File: src/rtl/factorial_core_slave_if.sv
// Single-cycle register bus between a master and the factorial engine,
// plus the engine's interrupt line back to the master.
interface factorial_core_slave_if #(
    parameter int ADDR_W = 3
);
    logic              s_sel;
    logic              s_wr;
    logic [ADDR_W-1:0] s_addr;
    logic [63:0]       s_din;
    logic [63:0]       s_dout;
    logic              interrupt;

    modport master (
        output s_sel, s_wr, s_addr, s_din,
        input  s_dout, interrupt
    );

    modport slave (
        input  s_sel, s_wr, s_addr, s_din,
        output s_dout, interrupt
    );
endinterface

File: src/rtl/factorial_core_slave.sv
// Bus-responder factorial engine: computes OPERAND! (mod 2^128) with a
// radix-2 shift-add multiplier, one multiplier bit per clock.
module factorial_core_slave #(
    parameter int ADDR_W      = 3,
    parameter int STEP_CYCLES = 64
) (
    input logic                    clk,
    input logic                    reset_n,
    factorial_core_slave_if.slave  bus
);
    localparam logic [ADDR_W-1:0] A_OPSTART  = ADDR_W'(0);
    localparam logic [ADDR_W-1:0] A_OPCLEAR  = ADDR_W'(1);
    localparam logic [ADDR_W-1:0] A_OPDONE   = ADDR_W'(2);
    localparam logic [ADDR_W-1:0] A_INTRPTEN = ADDR_W'(3);
    localparam logic [ADDR_W-1:0] A_OPERAND  = ADDR_W'(4);
    localparam logic [ADDR_W-1:0] A_RESULTH  = ADDR_W'(5);
    localparam logic [ADDR_W-1:0] A_RESULTL  = ADDR_W'(6);
    localparam logic [5:0]        LAST_STEP  = 6'(STEP_CYCLES - 1);

    typedef enum logic [2:0] {IDLE, INIT, MUL, UPDATE, DONE} state_t;

    state_t         state;
    logic [63:0]    operand;
    logic [63:0]    n;
    logic [127:0]   result;
    logic [127:0]   acc;
    logic [5:0]     step;
    logic           done;
    logic           inten;
    logic [63:0]    dout;

    logic           wr_xfer;
    logic           rd_xfer;
    logic           start_req;
    logic           clear_req;
    logic           busy;
    logic [63:0]    rdata;

    assign wr_xfer   = bus.s_sel & bus.s_wr;
    assign rd_xfer   = bus.s_sel & ~bus.s_wr;
    assign start_req = wr_xfer & (bus.s_addr == A_OPSTART) & bus.s_din[0];
    assign clear_req = wr_xfer & (bus.s_addr == A_OPCLEAR) & bus.s_din[0];
    assign busy      = (state == INIT) | (state == MUL) | (state == UPDATE);

    assign bus.s_dout    = dout;
    assign bus.interrupt = done & inten;

    always_comb begin
        rdata = '0;
        case (bus.s_addr)
            A_OPDONE:   rdata = {62'd0, busy, done};
            A_INTRPTEN: rdata = {63'd0, inten};
            A_OPERAND:  rdata = operand;
            A_RESULTH:  rdata = result[127:64];
            A_RESULTL:  rdata = result[63:0];
            default:    rdata = '0;
        endcase
    end

    always_ff @(posedge clk or negedge reset_n) begin
        if (!reset_n) begin
            state   <= IDLE;
            operand <= '0;
            n       <= '0;
            result  <= '0;
            acc     <= '0;
            step    <= '0;
            done    <= 1'b0;
            inten   <= 1'b0;
            dout    <= '0;
        end else begin
            dout <= rd_xfer ? rdata : 64'd0;
            if (wr_xfer && bus.s_addr == A_INTRPTEN)
                inten <= bus.s_din[0];
            if (wr_xfer && bus.s_addr == A_OPERAND && !busy)
                operand <= bus.s_din;

            // Clear overrides every FSM transition, including DONE entry.
            if (clear_req) begin
                state  <= IDLE;
                n      <= '0;
                result <= '0;
                acc    <= '0;
                step   <= '0;
                done   <= 1'b0;
            end else begin
                case (state)
                    IDLE: begin
                        if (start_req) begin
                            n     <= operand;
                            state <= INIT;
                        end
                    end
                    INIT: begin
                        result <= 128'd1;
                        acc    <= '0;
                        step   <= '0;
                        if (n <= 64'd1) begin
                            done  <= 1'b1;
                            state <= DONE;
                        end else begin
                            state <= MUL;
                        end
                    end
                    MUL: begin
                        if (n[step])
                            acc <= acc + (result << step);
                        step <= step + 6'd1;
                        if (step == LAST_STEP)
                            state <= UPDATE;
                    end
                    UPDATE: begin
                        result <= acc;
                        n      <= n - 64'd1;
                        acc    <= '0;
                        step   <= '0;
                        if ((n - 64'd1) <= 64'd1) begin
                            done  <= 1'b1;
                            state <= DONE;
                        end else begin
                            state <= MUL;
                        end
                    end
                    DONE: done <= 1'b1;
                    default: state <= IDLE;
                endcase
            end
        end
    end
endmodule
File: src/flat_wrapper.sv
// flat-port wrapper written by rule: the top's interface ports become plain ports
module factorial_core_slave_flat 
#(
    parameter int ADDR_W      = 3,
    parameter int STEP_CYCLES = 64
)
  (clk, reset_n, bus_s_sel, bus_s_wr, bus_s_addr, bus_s_din, bus_s_dout, bus_interrupt);
  factorial_core_slave_if #(.ADDR_W(ADDR_W)) bus_i ();
  input logic clk;
  input logic reset_n;
  input wire logic [$bits(bus_i.s_sel)-1:0] bus_s_sel;
  input wire logic [$bits(bus_i.s_wr)-1:0] bus_s_wr;
  input wire logic [$bits(bus_i.s_addr)-1:0] bus_s_addr;
  input wire logic [$bits(bus_i.s_din)-1:0] bus_s_din;
  output wire logic [$bits(bus_i.s_dout)-1:0] bus_s_dout;
  output wire logic [$bits(bus_i.interrupt)-1:0] bus_interrupt;
  assign bus_i.s_sel = bus_s_sel;
  assign bus_i.s_wr = bus_s_wr;
  assign bus_i.s_addr = bus_s_addr;
  assign bus_i.s_din = bus_s_din;
  assign bus_s_dout = bus_i.s_dout;
  assign bus_interrupt = bus_i.interrupt;
  factorial_core_slave #(.ADDR_W(ADDR_W), .STEP_CYCLES(STEP_CYCLES)) u_core (.clk(clk), .reset_n(reset_n), .bus(bus_i));
endmodule
File: config.mk
export PLATFORM = sky130hd
export DESIGN_NAME = factorial_core_slave_flat
export DESIGN_NICKNAME = d
export VERILOG_FILES = /design/src/rtl/factorial_core_slave_if.sv /design/src/rtl/factorial_core_slave.sv /design/src/flat_wrapper.sv
export SDC_FILE = /design/constraint.sdc
export NUM_CORES = 2
export LEC_CHECK = 0
export BUFFER_PORTS_ARGS = -buffer_cell sky130_fd_sc_hd__buf_2
export CELL_PAD_IN_SITES_DETAIL_PLACEMENT = 1
export CELL_PAD_IN_SITES_GLOBAL_PLACEMENT = 2
export CORE_ASPECT_RATIO = 1.2
export CORE_MARGIN = 2
export CORE_UTILIZATION = 42
export DETAILED_ROUTE_END_ITERATION = 8
export PLACE_DENSITY_LB_ADDON = 0.12
export SYNTH_ARGS = -nofsm -noshare
export SYNTH_HDL_FRONTEND = slang
export SYNTH_SLANG_ARGS = --single-unit
File: constraint.sdc
create_clock -name clk -period 8.7 [get_ports clk]
set_input_delay 0 -clock clk [delete_from_list [all_inputs] [get_ports clk]]
set_output_delay 0 -clock clk [all_outputs]
set_load 0.03 [all_outputs]
* After elaboration in Yosys (flattened, before gate mapping) *
Cells that the tools add are included.

storage, ports and cells
  register bits after elaboration = 459
  latch bits = 0
  memory bits (writable) = 0
  memory bits (read-only) = 0
  bits of input ports = 71
  output and inout port bits = 65
  word-level logic and storage cells = 82
  memories = 0

operators by class
  $add $sub $neg = 3
  multiply operators = 0
  divide/modulo/power cells = 0
  $lt $le $gt $ge = 3
  equality and inequality tests = 17
  shift-type cells = 1
  multiplexer cells = 24
  bitwise gates (word level) = 10
  reduce and logical (&&, ||, !) cells = 15

operators by type and width
  kind                                                                                number
  128-bit one-hot mux with 2 select lines                                             2
  128-bit 2-to-1 mux                                                                  3
  64-bit one-hot mux with 5 select lines                                              1
  64-bit 2-to-1 mux                                                                   3
  128-bit adder                                                                       1
  64-bit by 1-bit less-or-equal comparator with 1-bit output (second input constant)  2
  64-bit one-hot mux with 2 select lines                                              1
  128-bit by 6-bit << shifter with 128-bit output                                     1
  64-bit by 1-bit subtractor with 64-bit output (second input constant)               1
  3-bit 2-to-1 mux                                                                    5
  3-bit one-hot mux with 5 select lines                                               1
  3-bit by 2-bit == test with 1-bit output (second input constant)                    4
  3-bit == test (second input constant)                                               4
  3-bit by 2-bit != test with 1-bit output (second input constant)                    4
  6-bit one-hot mux with 2 select lines                                               1
  3-bit nonzero test                                                                  3
  1-bit bitwise AND                                                                   7
  6-bit by 7-bit less-than comparator with 1-bit output (second input constant)       1
  6-bit by 1-bit adder with 6-bit output (second input constant)                      1
  1-bit binary-select mux with 6-bit select                                           1
  3-bit by 1-bit == test with 1-bit output (second input constant)                    2
  6-bit == test (second input constant)                                               1
  3-bit zero test                                                                     2
  6-bit 2-to-1 mux                                                                    1
  12 further kinds                                                                    20

* Longest topological paths before layout *
  word-level depth = 6
  gate-level depth with buffers = 27
  depth with buffers taken out = 21

* Worst setup path before layout *
No wires, ideal clock.

  path type = register -> register
  start = register u_core.step[0]
  end = register u_core.acc[127]
  setup time = 0.123 ns
  arrival = 5.384 ns
  required time = 8.577 ns
  path slack = 3.194 ns
  stages on the path, launching flop included = 27
  buffers on the path = 6
  clock period less this slack = 5.506 ns
  path through = dfrtp_1 -> buf_2 -> buf_4 -> buf_2 -> buf_2 -> buf_2 -> buf_2 -> mux2i_1 -> a21oi_1 -> mux2i_1 -> nor2_1 -> a21oi_1 -> nor2_1 -> a31oi_1 -> mux2i_1 -> ha_1 -> nand4_1 -> nor4_1 -> inv_1 -> nor4b_1 -> inv_1 -> o211ai_2 -> o31ai_1 -> o41ai_1 -> xnor2_1 -> nand2_1 -> mux2i_1

on the way
  cells in the longest elaborated chain, start to end = 5
  elaborated cells between the ends (all ways) = 9
  classes of those cells = 1 x add/sub; 1 x eq/ne; 1 x shift; 5 x mux; 1 x reduce/logical

ends and longest elaborated chain
  element                                          line                         RTL
  start: declaration                               factorial_core_slave.sv:27   logic [5:0] step;
  start signal: assignment                         factorial_core_slave.sv:108  step <= step + 6'd1;
  128-bit by 6-bit << shifter with 128-bit output  factorial_core_slave.sv:107  acc <= acc + (result << step);
  128-bit adder                                    factorial_core_slave.sv:107
  128-bit 2-to-1 mux                               factorial_core_slave.sv:106  if (n[step])
  128-bit one-hot mux with 2 select lines          factorial_core_slave.sv:87   case (state)
  128-bit 2-to-1 mux                               factorial_core_slave.sv:79   if (clear_req) begin
  end signal: assignment                           factorial_core_slave.sv:107
  end: declaration                                 factorial_core_slave.sv:26   logic [127:0] acc;

Parallel ways exist; a longest one is shown, timed or not. The select of a mux whose other input is x is not followed.
A chain may end at the register's enable or synchronous reset.

* Worst setup path after layout *
Ends and elaborated chain as after synthesis.

==> results.json <==
{
  "finalSetupTns_ns": 0,
  "violations": "negative hold slack",
  "die_height_um": 330,
  "rows": 119,
  "hold_violations": 6,
  "grt_pass1_wl_um": 252000,
  "dr_wl_met2_um": 80100,
  "regToRegStartpoint": "u_core.step[0]",
  "fmax_mhz": 132,
  "critical-path-top-delay-family": "compound AO/OA/AOI/OAI gates",
  "hpwl_um": 131000,
  "ant_nets": 0,
  "worst_path_max_delay_cell": "dfrtp_4",
  "cts_root_buffer": "clkbuf_16",
  "io_pins": 136,
  "worst-setup-path-type": "reg2reg",
  "finalWirelength_um": 172000,
  "async_reset_ff_frac": 1.00,
  "top_layer": "met5",
  "crit_fanout": 52,
  "cp_common_cell": "nand2_1",
  "first_pass_iters": 5,
  "vias": 37000,
  "synthesis.nets": 4659,
  "setup_viol": 0,
  "cts_sinks": 459,
  "yosysSeqAreaShare": 0.310,
  "place_ws_ns": 1.30,
  "tightest_slew_ns": 1.04,
  "drtIter0Drc": 3658,
  "max-vdd-ir-drop_mv": 0.202,
  "timing.reg2reg.worst_path_depth": 20,
  "drc": 0,
  "post-route-min-period_ns": 7.55,
  "nNetsFinal": 4643,
  "yosysUniqueCellTypes": 95,
  "drt-vias-per-instance": 6.56,
  "grt-ovfl-total": 0,
  "cts_buffers": 54,
  "synthCells": 4455,
  "core_um2": 87700,
  "start_util": 0.423,
  "cts_resized": 0,
  "status": "finished with violations",
  "portBuffers": 135,
  "track_usage": 0.374,
  "ys_warn_count": 0,
  "dp.cells": 5462,
  "met1_length_um": 70800,
  "fin_worst_skew_ns": 0.0200,
  "synth-edff-count": 0,
  "cp.required_ns": 9.26,
  "cp_num_buf_inv": 3,
  "routabilityCongestion": 0.958,
  "syn_area_per_cell_um2": 8.33,
  "cts_tree": "done",
  "synthToLayoutAreaGrowth_pct": 10.4,
  "wire_per_inst_um": 30.6,
  "ys_seq_elements": 459,
  "slew_headroom": 0.304,
  "drv_slew": 0,
  "synth_ff_type": "dfrtp_1",
  "whs_ns": -0.00805,
  "layout_common_cells": "nor2_1 (635), nand2_1 (590), dfrtp_1 (453), a21oi_1 (399), o21ai_0 (343)",
  "clk_pin_slew_ns": 0.07,
  "powerDensity_nw_per_um2": 333,
  "antenna_found_initial": 7,
  "worst_slack_ns": 1.15,
  "critPathMaxStageDelay_ns": 1.02,
  "leakagePower_nw": 18.0,
  "dieArea_um2": 90800,
  "final_common_cell": "nor2_1",
  "grt_max_degree": 141,
  "rr_endpoint": "u_core.acc[127]",
  "rsz0062_at_grt": "false",
  "path_cells": "buf_12 > mux4_2 > mux2i_1 > nand2_1 > nand2_1 > nor2_1 > a31oi_1 > o21ai_0 > ha_1 > nand4_1 > nor4_1 > inv_1 > nor4b_1 > inv_1 > o211ai_2 > o31ai_1 > o41ai_1 > xnor2_1 > nand2_1 > mux2i_1",
  "cp-start-kind": "register",
  "cp-end-kind": "register",
  "worst_skew_pair.late_latency_ns": 0.66,
  "critPathArrivalTime_ns": 8.11,
  "grt_pass1_vias": 37100,
  "rrSetupSlack_ns": 1.15,
  "nFillCells": 10400,
  "h-tree-depth": 2,
  "cap_violations": 0,
  "fin_cells": 5635,
  "drive_gt1_frac": 0.125,
  "fp.dieW_um": 275,
  "critical_path_depth": 20,
  "clk_path_buf_depth": 3,
  "syn_area_um2": 37100,
  "finalCritPeriodShare": 0.868,
  "hp-class": "in2async",
  "wl_met3_um": 11100
}
==> flip-flops by register name (all words and copies together), names as in the netlist <==
register and cells:
u_core.result 128, u_core.state 3, u_core.inten 1, u_core.step 6, u_core.operand 64, u_core.n 64
u_core.bus.s_dout 64, u_core.acc 128, u_core.done 1
==> cell usage after synthesis (16+ instances only) <==
master,number,area (um2)
dfrtp_1,459,11500
mux2i_1,263,2630
o31ai_1,20,150
nor3_1,69,345
clkbuf_1,243,912
nand2_1,595,2230
nor4_1,50,313
a31oi_1,60,375
a22o_1,131,1150
mux2_2,78,878
a21o_1,50,375
xor2_1,50,438
buf_2,35,175
mux4_2,134,3020
inv_1,65,244
buf_1,44,165
nand4_1,74,463
o21bai_1,26,195
nor2_1,638,2390
nand3_1,47,235
a21oi_1,399,2000
o21ai_0,343,1720
a211oi_1,36,270
o22ai_1,44,275
ha_1,132,1650
o21a_1,22,165
xnor2_1,87,762
and2_1,16,100
==> through the flow <==
stage / power (W) / instance area, um2 / hold WS [ns] / utilization
4_1_cts: 0.0135 / 40900 / 0.00762 / 0.467
3_3_place_gp: 0.0109 / 38400 / 0.0919 / 0.438
6_report: 0.0136 / 41000 / -0.00805 / 0.467
3_5_place_dp: 0.0110 / 38400 / 0.0917 / 0.438
2_1_floorplan: 0.00836 / 37100 / -0.296 / -
5_1_grt: 0.0143 / 40900 / 0.0537 / 0.467
==> worst max path at each step <==
stage / start / slack [ns] / endpoint
detailed placement: u_core.step[0] / 1.30 / u_core.acc[127]
global route: u_core.step[0] / 0.79 / u_core.acc[127]
CTS: u_core.step[0] / 1.26 / u_core.acc[127]
floorplan: u_core.step[0] / 3.19 / u_core.acc[127]
finish: u_core.step[0] / 1.15 / u_core.acc[127]
global placement: u_core.step[0] / 1.29 / u_core.acc[88]
==> power by group <==
group          internal [W]  switching [W]
combinational       0.00259        0.00498
clock               0.00136        0.00105
sequential          0.00261        0.00104
total               0.00657        0.00707
==> layer usage <==
metal  track usage  vias up
met5             0        -
met4         0.196        8
met3        0.0576      387
met2         0.608     1496
met1         0.479    18900
li1              -    16200
==> timing repair <==
action                                  4_1_cts  5_1_grt
endpoints found under the setup margin        0        0
hold buffers                                 70        0
hold endpoints to repair                    182        0
buffers inserted                              0        0
==> logic make-up (layout without fill, tap and decap cells) <==
logic type / after synthesis / count (layout) / synth area share
AO/OA/AOI/OAI: 1253 / 1253 / 0.208
buffers and inverters: 399 / 426 / 0.0432
AND/OR/NAND/NOR: 1597 / 1597 / 0.185
adder cells (fa/ha/maj): 133 / 133 / 0.0450
XOR/XNOR: 137 / 137 / 0.0323
flip-flops: 459 / 459 / 0.310
multiplexers: 477 / 477 / 0.177
other: 0 / 4 / 0
==> layout make-up <==
cell class / instances / area [um2] / share of cell area
diodes: 4 / 10.0 / 0.000244
inverters: 67 / 255 / 0.00623
multi-input cells: 3597 / 24100 / 0.588
flip-flops and latches: 459 / 11500 / 0.281
clock buffers: 68 / 1480 / 0.0360
clock inverters: 31 / 338 / 0.00825
well taps: 1149 / 1440 / 0.0351
repair buffers: 260 / 1840 / 0.0449
==> worst reg2reg max path, stage by stage (launching register included) <==
cell and delay (ns):
dfrtp_4 1.02, buf_12 0.48, mux4_2 0.63, mux2i_1 0.21
nand2_1 0.09, nand2_1 0.19, nor2_1 0.06, a31oi_1 0.48
o21ai_0 0.25, ha_1 0.49, nand4_1 0.37, nor4_1 0.71
inv_1 0.15, nor4b_1 0.40, inv_1 0.09, o211ai_2 0.37
o31ai_1 0.32, o41ai_1 0.66, xnor2_1 0.19, nand2_1 0.08
mux2i_1 0.20
Note: power is estimated with default switching activity, not from simulation.
